--- src/rtl/dcpu16_pkg.sv ---
// DCPU-16 (1.1) opcode and operand-code definitions shared by decode and execute.
package dcpu16_pkg;

    typedef enum logic [3:0] {
        OpNonBasic = 4'h0,
        OpSet      = 4'h1,
        OpAdd      = 4'h2,
        OpSub      = 4'h3,
        OpMul      = 4'h4,
        OpDiv      = 4'h5,
        OpMod      = 4'h6,
        OpShl      = 4'h7,
        OpShr      = 4'h8,
        OpAnd      = 4'h9,
        OpBor      = 4'hA,
        OpXor      = 4'hB,
        OpIfe      = 4'hC,
        OpIfn      = 4'hD,
        OpIfg      = 4'hE,
        OpIfb      = 4'hF
    } basic_op_e;

    typedef enum logic [5:0] {
        NbReserved = 6'h00,
        NbJsr      = 6'h01
    } nonbasic_op_e;

    // Operand-code bases; REG/IND/IND_NW span eight registers each, LIT spans 0x20-0x3F.
    localparam logic [5:0] REG       = 6'h00;
    localparam logic [5:0] IND       = 6'h08;
    localparam logic [5:0] IND_NW    = 6'h10;
    localparam logic [5:0] POP       = 6'h18;
    localparam logic [5:0] PEEK      = 6'h19;
    localparam logic [5:0] PUSH      = 6'h1A;
    localparam logic [5:0] SP        = 6'h1B;
    localparam logic [5:0] PC        = 6'h1C;
    localparam logic [5:0] O         = 6'h1D;
    localparam logic [5:0] IND_NWORD = 6'h1E;
    localparam logic [5:0] NWORD     = 6'h1F;
    localparam logic [5:0] LIT       = 6'h20;

    localparam logic [15:0] ILLEGAL_SUCCESS = 16'h3FF0;

    function automatic logic needs_next_word(input logic [5:0] code);
        return (code[5:3] == IND_NW[5:3]) || (code == IND_NWORD) || (code == NWORD);
    endfunction

endpackage

--- src/rtl/dcpu16_operand_len.sv ---
// Combinational instruction-length decode for the first word of a DCPU-16 instruction.
module dcpu16_operand_len
    import dcpu16_pkg::*;
(
    input  logic [15:0] word_i,
    output logic        need_a_o,
    output logic        need_b_o,
    output logic        illegal_o,
    output logic [1:0]  len_o
);

    logic       nonbasic;
    logic [5:0] a_code;

    assign nonbasic  = (word_i[3:0] == OpNonBasic);
    assign a_code    = nonbasic ? word_i[15:10] : word_i[9:4];
    // Reserved non-basic opcodes are one word long; their operand is never fetched.
    assign illegal_o = nonbasic && (word_i[9:4] != NbJsr);
    assign need_a_o  = !illegal_o && needs_next_word(a_code);
    assign need_b_o  = !nonbasic && needs_next_word(word_i[15:10]);
    assign len_o     = 2'd1 + {1'b0, need_a_o} + {1'b0, need_b_o};

endmodule

--- src/rtl/dcpu16_decode.sv ---
// DCPU-16 decode stage: assembles 1-3 word instructions and halts on a reserved opcode.
module dcpu16_decode
    import dcpu16_pkg::*;
#(
    parameter int unsigned CNT_W = 16
) (
    input  logic             clk,
    input  logic             reset_n,
    input  logic             flush,
    input  logic             in_valid,
    output logic             in_ready,
    input  logic [15:0]      in_word,
    output logic             out_valid,
    input  logic             out_ready,
    output logic [3:0]       out_op,
    output logic [5:0]       out_nbop,
    output logic [5:0]       out_a,
    output logic [5:0]       out_b,
    output logic [15:0]      out_a_word,
    output logic [15:0]      out_b_word,
    output logic [1:0]       out_len,
    output logic             out_illegal,
    output logic             halted,
    output logic [CNT_W-1:0] instr_count
);

    typedef enum logic [2:0] {StOp, StNextA, StNextB, StValid, StHalt} state_e;

    state_e            state_q, state_d;
    logic [3:0]        op_q, op_d;
    logic [5:0]        nbop_q, nbop_d;
    logic [5:0]        a_q, a_d;
    logic [5:0]        b_q, b_d;
    logic [15:0]       a_word_q, a_word_d;
    logic [15:0]       b_word_q, b_word_d;
    logic [1:0]        len_q, len_d;
    logic              illegal_q, illegal_d;
    logic              valid_q, valid_d;
    logic              need_b_q, need_b_d;
    logic [CNT_W-1:0]  cnt_q, cnt_d;

    logic       need_a, need_b, illegal;
    logic [1:0] len;
    logic       nonbasic;
    logic       in_hs;

    dcpu16_operand_len u_operand_len (
        .word_i    (in_word),
        .need_a_o  (need_a),
        .need_b_o  (need_b),
        .illegal_o (illegal),
        .len_o     (len)
    );

    assign nonbasic = (in_word[3:0] == OpNonBasic);
    assign in_ready = reset_n && !flush &&
                      (state_q == StOp || state_q == StNextA || state_q == StNextB);
    assign in_hs    = in_valid && in_ready;

    always_comb begin
        state_d   = state_q;
        op_d      = op_q;
        nbop_d    = nbop_q;
        a_d       = a_q;
        b_d       = b_q;
        a_word_d  = a_word_q;
        b_word_d  = b_word_q;
        len_d     = len_q;
        illegal_d = illegal_q;
        valid_d   = valid_q;
        need_b_d  = need_b_q;
        cnt_d     = cnt_q;
        if (flush) begin
            state_d   = StOp;
            op_d      = '0;
            nbop_d    = '0;
            a_d       = '0;
            b_d       = '0;
            a_word_d  = '0;
            b_word_d  = '0;
            len_d     = '0;
            illegal_d = 1'b0;
            valid_d   = 1'b0;
            need_b_d  = 1'b0;
        end else begin
            unique case (state_q)
                StOp: begin
                    if (in_hs) begin
                        op_d      = in_word[3:0];
                        nbop_d    = nonbasic ? in_word[9:4] : 6'h00;
                        a_d       = nonbasic ? in_word[15:10] : in_word[9:4];
                        b_d       = nonbasic ? 6'h00 : in_word[15:10];
                        a_word_d  = '0;
                        b_word_d  = '0;
                        len_d     = len;
                        illegal_d = illegal;
                        need_b_d  = need_b;
                        if (need_a) begin
                            state_d = StNextA;
                        end else if (need_b) begin
                            state_d = StNextB;
                        end else begin
                            state_d = StValid;
                            valid_d = 1'b1;
                        end
                    end
                end
                StNextA: begin
                    if (in_hs) begin
                        a_word_d = in_word;
                        if (need_b_q) begin
                            state_d = StNextB;
                        end else begin
                            state_d = StValid;
                            valid_d = 1'b1;
                        end
                    end
                end
                StNextB: begin
                    if (in_hs) begin
                        b_word_d = in_word;
                        state_d  = StValid;
                        valid_d  = 1'b1;
                    end
                end
                StValid: begin
                    if (out_ready) begin
                        valid_d = 1'b0;
                        cnt_d   = cnt_q + CNT_W'(1);
                        state_d = illegal_q ? StHalt : StOp;
                    end
                end
                StHalt: begin
                    state_d = StHalt;
                end
                default: begin
                    state_d = StOp;
                end
            endcase
        end
    end

    always_ff @(posedge clk) begin
        if (!reset_n) begin
            state_q   <= StOp;
            op_q      <= '0;
            nbop_q    <= '0;
            a_q       <= '0;
            b_q       <= '0;
            a_word_q  <= '0;
            b_word_q  <= '0;
            len_q     <= '0;
            illegal_q <= 1'b0;
            valid_q   <= 1'b0;
            need_b_q  <= 1'b0;
            cnt_q     <= '0;
        end else begin
            state_q   <= state_d;
            op_q      <= op_d;
            nbop_q    <= nbop_d;
            a_q       <= a_d;
            b_q       <= b_d;
            a_word_q  <= a_word_d;
            b_word_q  <= b_word_d;
            len_q     <= len_d;
            illegal_q <= illegal_d;
            valid_q   <= valid_d;
            need_b_q  <= need_b_d;
            cnt_q     <= cnt_d;
        end
    end

    assign out_valid   = valid_q;
    assign out_op      = op_q;
    assign out_nbop    = nbop_q;
    assign out_a       = a_q;
    assign out_b       = b_q;
    assign out_a_word  = a_word_q;
    assign out_b_word  = b_word_q;
    assign out_len     = len_q;
    assign out_illegal = illegal_q;
    assign halted      = (state_q == StHalt);
    assign instr_count = cnt_q;

endmodule
--- config.mk ---
export PLATFORM = sky130hd
export DESIGN_NAME = dcpu16_decode
export DESIGN_NICKNAME = d
export VERILOG_FILES = /design/src/rtl/dcpu16_pkg.sv /design/src/rtl/dcpu16_operand_len.sv /design/src/rtl/dcpu16_decode.sv
export SDC_FILE = /design/constraint.sdc
export NUM_CORES = 1
export LEC_CHECK = 0
export ABC_AREA = 1
export CAP_MARGIN = 20
export CORE_MARGIN = 1.5
export CORE_UTILIZATION = 30
export CTS_CLUSTER_DIAMETER = 80
export CTS_CLUSTER_SIZE = 16
export DETAILED_ROUTE_END_ITERATION = 7
export PLACE_DENSITY_LB_ADDON = 0.15
export SLEW_MARGIN = 20
export SYNTH_ARGS = -nofsm -noshare
export SYNTH_HDL_FRONTEND = slang
export SYNTH_HIERARCHICAL = 1
export SYNTH_SLANG_ARGS = --single-unit
--- constraint.sdc ---
create_clock -name clk -period 1.7 [get_ports clk]
set_input_delay 0.17 -clock clk [delete_from_list [all_inputs] [get_ports clk]]
set_output_delay 0.17 -clock clk [all_outputs]
set_load 0.01 [all_outputs]
==> run metrics, run 1 <==
Die Span Y 115 um; Initial DRC Count 209; dpl cell area 5080 um2; core area 12100 um2; Top cell by count, worst path nand2_2; CP endpoint kind primary output; fin crit share 0.933; final non-filler cell area 5410 um2; cell area power density 812 nW/um2; clock-pin slew on the worst setup and hold paths 0.06 ns; clock share of power 0.490; Skew-Pair Late Insertion Delay 0.34 ns; PortBufs 96; sw frac 0.238; final period demand of the worst path 1.59 ns; vias in the first global route 3452; Internal 3.35 mW; Initial Utilization 0.310; drt wl/cell 13.0 um; Hold Crit Class reg2reg; largest area contributor in the netlist dfxtp_1; detailed placement HPWL 7470 um; final hold vios 0; Layout area overhead 44.0%; Power Total 4.40 mW; leakage 2.03 nW; clock root buffer clkbuf_16; area share of the largest cell type after synthesis 0.415; Crit-path slowest cell dfxtp_1; CTS sink cnt 78; Net Sw Power 1.05 mW; largest net degree at the start of global routing 53; DRC Markers 0; die area 13200 um2; Comb pwr share 0.088; Worst Path Required 1.53 ns; setup_tns 0 ns; CTS Buf Count 9; Slew @ Worst Pin 0.494 ns; Startpoint Class flip-flop; layout cells sized above 1 0.198; nets 644; setup violators final 0; Vias/cell 4.49; routed vias 3567; Seq/Total Area, Yosys 0.415; TritonCTS clock tree built; initial antenna violation count 0; Synth area leaders dfxtp_1 42%, nand2_1 8.4%, a21oi_1 7.1%, inv_1 6.9%, a21oi_2 4.7%; CTS Buffer Depth 2; Clock Skew 0.00535 ns; Post-Synthesis Cells 498; Worst Path Arrival 1.42 ns; Post-Synthesis Cell Area 3760 um2; WL final 10300 um; Finished Layout Cells 794; Yosys warning count 6; gpl congestion 0.790; crit path max fanout 7; CP peak stage delay 0.51 ns; post-route ant nets 0; outcome finished clean; fin. max-slew vios 0; antenna fix cells 0; Slew HR 0.670; Placed Instances 778; fmax 630 MHz; Worst Path Class, Setup reg2out; H-tree depth 3; Peak VDD IR 0.542 mV; crit path cell chain nand2_2 > nand2_2 > nor2_4 > dlygate4sd2_1; first-pass GRT wire length 16900 um; # IOs 97; DR pass1 iterations 4; Tot GR Track Use 0.164; Filler cells 1252; row count 40; synth unique cells 36; Syn Nets 521; #FFs+latches synth 78; RSZ-0062 raised after global routing false; Seq pwr share 0.422; Max Cap Viol 0; syn_area_per_cell 7.55 um2; GRT Residual Overflow 0; Die W 115 um; post-CTS setup buffer count 0
-- per-stage QoR --
step | worst slack (ns) | utilization | hold WS [ns]
finish | 0.113 | 0.447 | 0.445
global route | 0.0486 | 0.447 | 0.462
CTS | 0.101 | 0.447 | 0.449
detailed placement | -0.0967 | 0.420 | 0.437
global placement | -0.0699 | 0.420 | 0.434
floorplan | 0.327 | - | 0.317
-- registers in the layout, indices dropped and copies added, names as in the netlist --
signal	cells
out_valid	1
out_a_word	16
need_b_q	1
out_a	6
state_q	3
out_illegal	1
out_b	6
instr_count	16
out_nbop	6
out_len	2
out_op	4
out_b_word	16
-- synthesized netlist by cell type, drive strengths merged --
library cell	instances
dfxtp	78
nor2	49
nand2	114
o21bai	1
buf	11
ha	2
clkbuf	7
nand4	6
inv	73
a211oi	1
nor4	1
o211ai	1
a31oi	4
xnor2	1
a21oi	73
o21ai	40
nor3	4
xor2	1
clkinv	1
nand3	30
-- worst max-delay path, delay by kind of cell (launching register included) --
family | cells | cell delay [ns]
flip-flops | 1 | 0.51
AND/OR/NAND/NOR | 3 | 0.29
buffers and inverters | 1 | 0.28
-- cells in the final DEF, fill, tap and decap left out, drive strengths merged --
cell type,n
a211oi,1
a21oi,73
a31oi,4
buf,34
bufinv,2
clkbuf,10
clkdlybuf4s50,94
clkinv,3
clkinvlp,1
dfxtp,78
dlygate4sd2,2
ha,2
inv,74
nand2,114
nand3,30
nand4,6
nor2,49
nor3,4
nor4,1
o211ai,1
o21ai,40
o21bai,1
xnor2,1
xor2,1
-- cell families (layout without fill, tap and decap cells) --
family	Yosys count	count (layout)	share of synthesized area
and+or+nand+nor	204	204	0.277
AOI/OAI and AO/OA	120	120	0.186
buffers and inverters	92	220	0.110
DFF	78	78	0.415
adders and majority gates	2	2	0.00665
xor gates and xnor gates	2	2	0.00466
-- power groups by stage --
stage | Combinational [mW] | Clock (mW) | Sequential (mW)
2_1_floorplan | 0.182 | 0 | 1.90
3_3_place_gp | 0.387 | 0 | 1.90
3_5_place_dp | 0.388 | 0 | 1.90
4_1_cts | 0.389 | 2.20 | 1.85
5_1_grt | 0.425 | 2.27 | 1.86
6_report | 0.385 | 2.16 | 1.86
-- routing by layer --
layer	vias to the layer above	wire length (um)	GRT usage	share of wire
met5	-	0	0	0
met3	18	560	0.0569	0.054
li1	1842	-	-	-
met2	83	4690	0.258	0.45
met4	0	201	0.0568	0.019
met1	1624	4870	0.208	0.47
-- final timing paths --
kind,startpoint,to,slack [ns],cells after the start
setup / recovery,state_q[0]$_SDFFE_PP0P_,in_ready,0.11,4
hold / removal,out_nbop[3]$_SDFFE_PP0P_,out_nbop[3]$_SDFFE_PP0P_,0.44,2
setup reg to reg,state_q[0]$_SDFFE_PP0P_,out_b_word[4]$_SDFFE_PP0P_,0.27,8
hold reg to reg,out_nbop[3]$_SDFFE_PP0P_,out_nbop[3]$_SDFFE_PP0P_,0.44,2
-- what timing repair did --
action	4_1_cts	5_1_grt
resized for setup	4	0
hold buffers	0	0
setup endpoints to repair	2	0
-- final cells by class --
type / instances / area [um2] / share of cell area
clock buffers: 10 / 239 / 0.0441
well taps: 168 / 210 / 0.0388
inverters: 74 / 287 / 0.0529
multi-input cells: 328 / 1780 / 0.329
clock inverters: 6 / 93.8 / 0.0173
repair buffers: 130 / 1240 / 0.229
flip-flops and latches: 78 / 1560 / 0.289
Note: power is estimated with default switching activity, not from simulation.
==> inputs of run 2 (changes only) <==
--- a/config.mk
+++ b/config.mk
@@ -7,13 +7,13 @@
 export LEC_CHECK = 0
 export ABC_AREA = 1
 export CAP_MARGIN = 20
+export CELL_PAD_IN_SITES_DETAIL_PLACEMENT = 1
+export CELL_PAD_IN_SITES_GLOBAL_PLACEMENT = 2
 export CORE_MARGIN = 1.5
-export CORE_UTILIZATION = 30
-export CTS_CLUSTER_DIAMETER = 80
+export CORE_UTILIZATION = 27
 export CTS_CLUSTER_SIZE = 16
 export DETAILED_ROUTE_END_ITERATION = 7
 export PLACE_DENSITY_LB_ADDON = 0.15
-export SLEW_MARGIN = 20
 export SYNTH_ARGS = -nofsm -noshare
 export SYNTH_HDL_FRONTEND = slang
 export SYNTH_HIERARCHICAL = 1
==> run 2 against run 1 <==
Core utilization shrank 3.9 points. Clock power fell by 6%. Clock-buffer cell count unchanged. Critical path type unchanged. Highest routed layer unchanged. Combinational power is 5% higher. Maximum frequency grew 2.5%. First-iteration DRC count is 45% lower. Flip-flop and latch count is the same. Sequential share of layout area down 0.27 points. Non-clock buffer count grew 9. Sequential power about the same.
==> run metrics, run 2 (same netlist as run 1, synthesis figures left out) <==
initial antenna violation count 0; Clock Skew 0.00513 ns; Die Span Y 121 um; routed vias 3709; DRC Markers 0; Peak VDD IR 0.481 mV; Worst Path Required 1.53 ns; cell area power density 782 nW/um2; outcome finished clean; core area 13400 um2; Vias/cell 4.58; GRT Residual Overflow 0; largest net degree at the start of global routing 45; final hold vios 0; clock-pin slew on the worst setup and hold paths 0.06 ns; crit path cell chain clkdlybuf4s50_1; CP endpoint kind primary output; Skew-Pair Late Insertion Delay 0.34 ns; CTS Buf Count 9; Worst Path Class, Setup reg2out; hold buffers post-CTS 0; # IOs 97; most frequent cells in the layout 94 x clkdlybuf4s50_1, 84 x nand2_1, 77 x dfxtp_1, 68 x inv_1, 53 x a21oi_1; post-CTS setup buffer count 0; Placed Instances 795; nets 653; post-place setup slack -0.141 ns; PortBufs 96; RSZ-0062 raised after global routing false; final period demand of the worst path 1.55 ns; setup_tns 0 ns; Filler cells 1644; clock root buffer clkbuf_16; Slew @ Worst Pin 0.526 ns; Max Cap Viol 0; Top delay family on crit path buffers and inverters; row count 42; antenna fix cells 0; CP peak stage delay 0.59 ns; most common cell after layout, fill and taps aside clkdlybuf4s50_1; die area 14600 um2; drt wl/cell 14.5 um; CTS sink cnt 78; first-pass GRT wire length 19900 um; Startpoint Class flip-flop; leakage 2.06 nW; fin. max-slew vios 0; crit path max fanout 7; Initial DRC Count 115; WL final 11700 um; Initial Utilization 0.281; CTS Buffer Depth 2; WP buf/inv 1; Tot GR Track Use 0.173; DR pass1 iterations 4; layout cells sized above 1 0.208; fin crit share 0.911; setup violators final 0; Crit-path slowest cell clkdlybuf4s50_1; Die W 121 um; Worst Path Arrival 1.38 ns; vias in the first global route 4040; Finished Layout Cells 810; Slew HR 0.649; H-tree depth 3; fin worst setup slack 0.151 ns; Hold Crit Class reg2reg; detailed placement HPWL 8860 um; gpl congestion 0.783; TritonCTS clock tree built; # resized after CTS 5; fmax 646 MHz; post-route ant nets 0; Layout area overhead 45.4%
-- run 2: path summary, 6_finish.rpt --
check                           slack, ns  cells past startpoint                          to                         from
worst max-delay path                 0.15                      1              instr_count[6]  instr_count[6]$_SDFFE_PN0P_
worst min-delay path                 0.45                      2      out_op[0]$_SDFFE_PP0P_       out_op[0]$_SDFFE_PP0P_
worst max register to register       0.20                      9  out_a_word[4]$_SDFFE_PP0P_      state_q[1]$_SDFFE_PP0P_
worst min register to register       0.45                      2      out_op[0]$_SDFFE_PP0P_       out_op[0]$_SDFFE_PP0P_
-- run 2: metal layers --
metal  vias to the layer above  share of wire  track usage
li1                       1858              -            -
met1                      1778           0.47        0.216
met2                        61           0.48        0.296
met3                        12          0.033       0.0329
met4                         0          0.015       0.0654
met5                         -              0            0
-- run 2: where the power goes --
part           internal [mW]  leakage [nW]  switching, mW
registers               1.84         0.630         0.0124
logic                  0.178          1.28          0.225
clock network           1.27         0.152          0.745
-- run 2: cell type report --
| class | instances | area [um2] | share of cell area |
|---|---|---|---|
| multi-input combinational | 328 | 1790 | 0.327 |
| sequential | 78 | 1560 | 0.286 |
| timing repair buffer | 139 | 1310 | 0.239 |
| inverter | 74 | 287 | 0.0524 |
| clock buffer | 10 | 229 | 0.0419 |
| tap | 176 | 220 | 0.0403 |
| clock inverter | 5 | 75.1 | 0.0137 |
-- run 2: per-stage QoR --
step	power (mW)	cell area (um2)	util	hold WS [ns]
2_1_floorplan	2.08	3760	-	0.317
3_3_place_gp	2.30	5160	0.385	0.439
3_5_place_dp	2.31	5160	0.385	0.443
4_1_cts	4.36	5470	0.408	0.453
5_1_grt	4.48	5470	0.408	0.478
6_report	4.28	5470	0.408	0.446
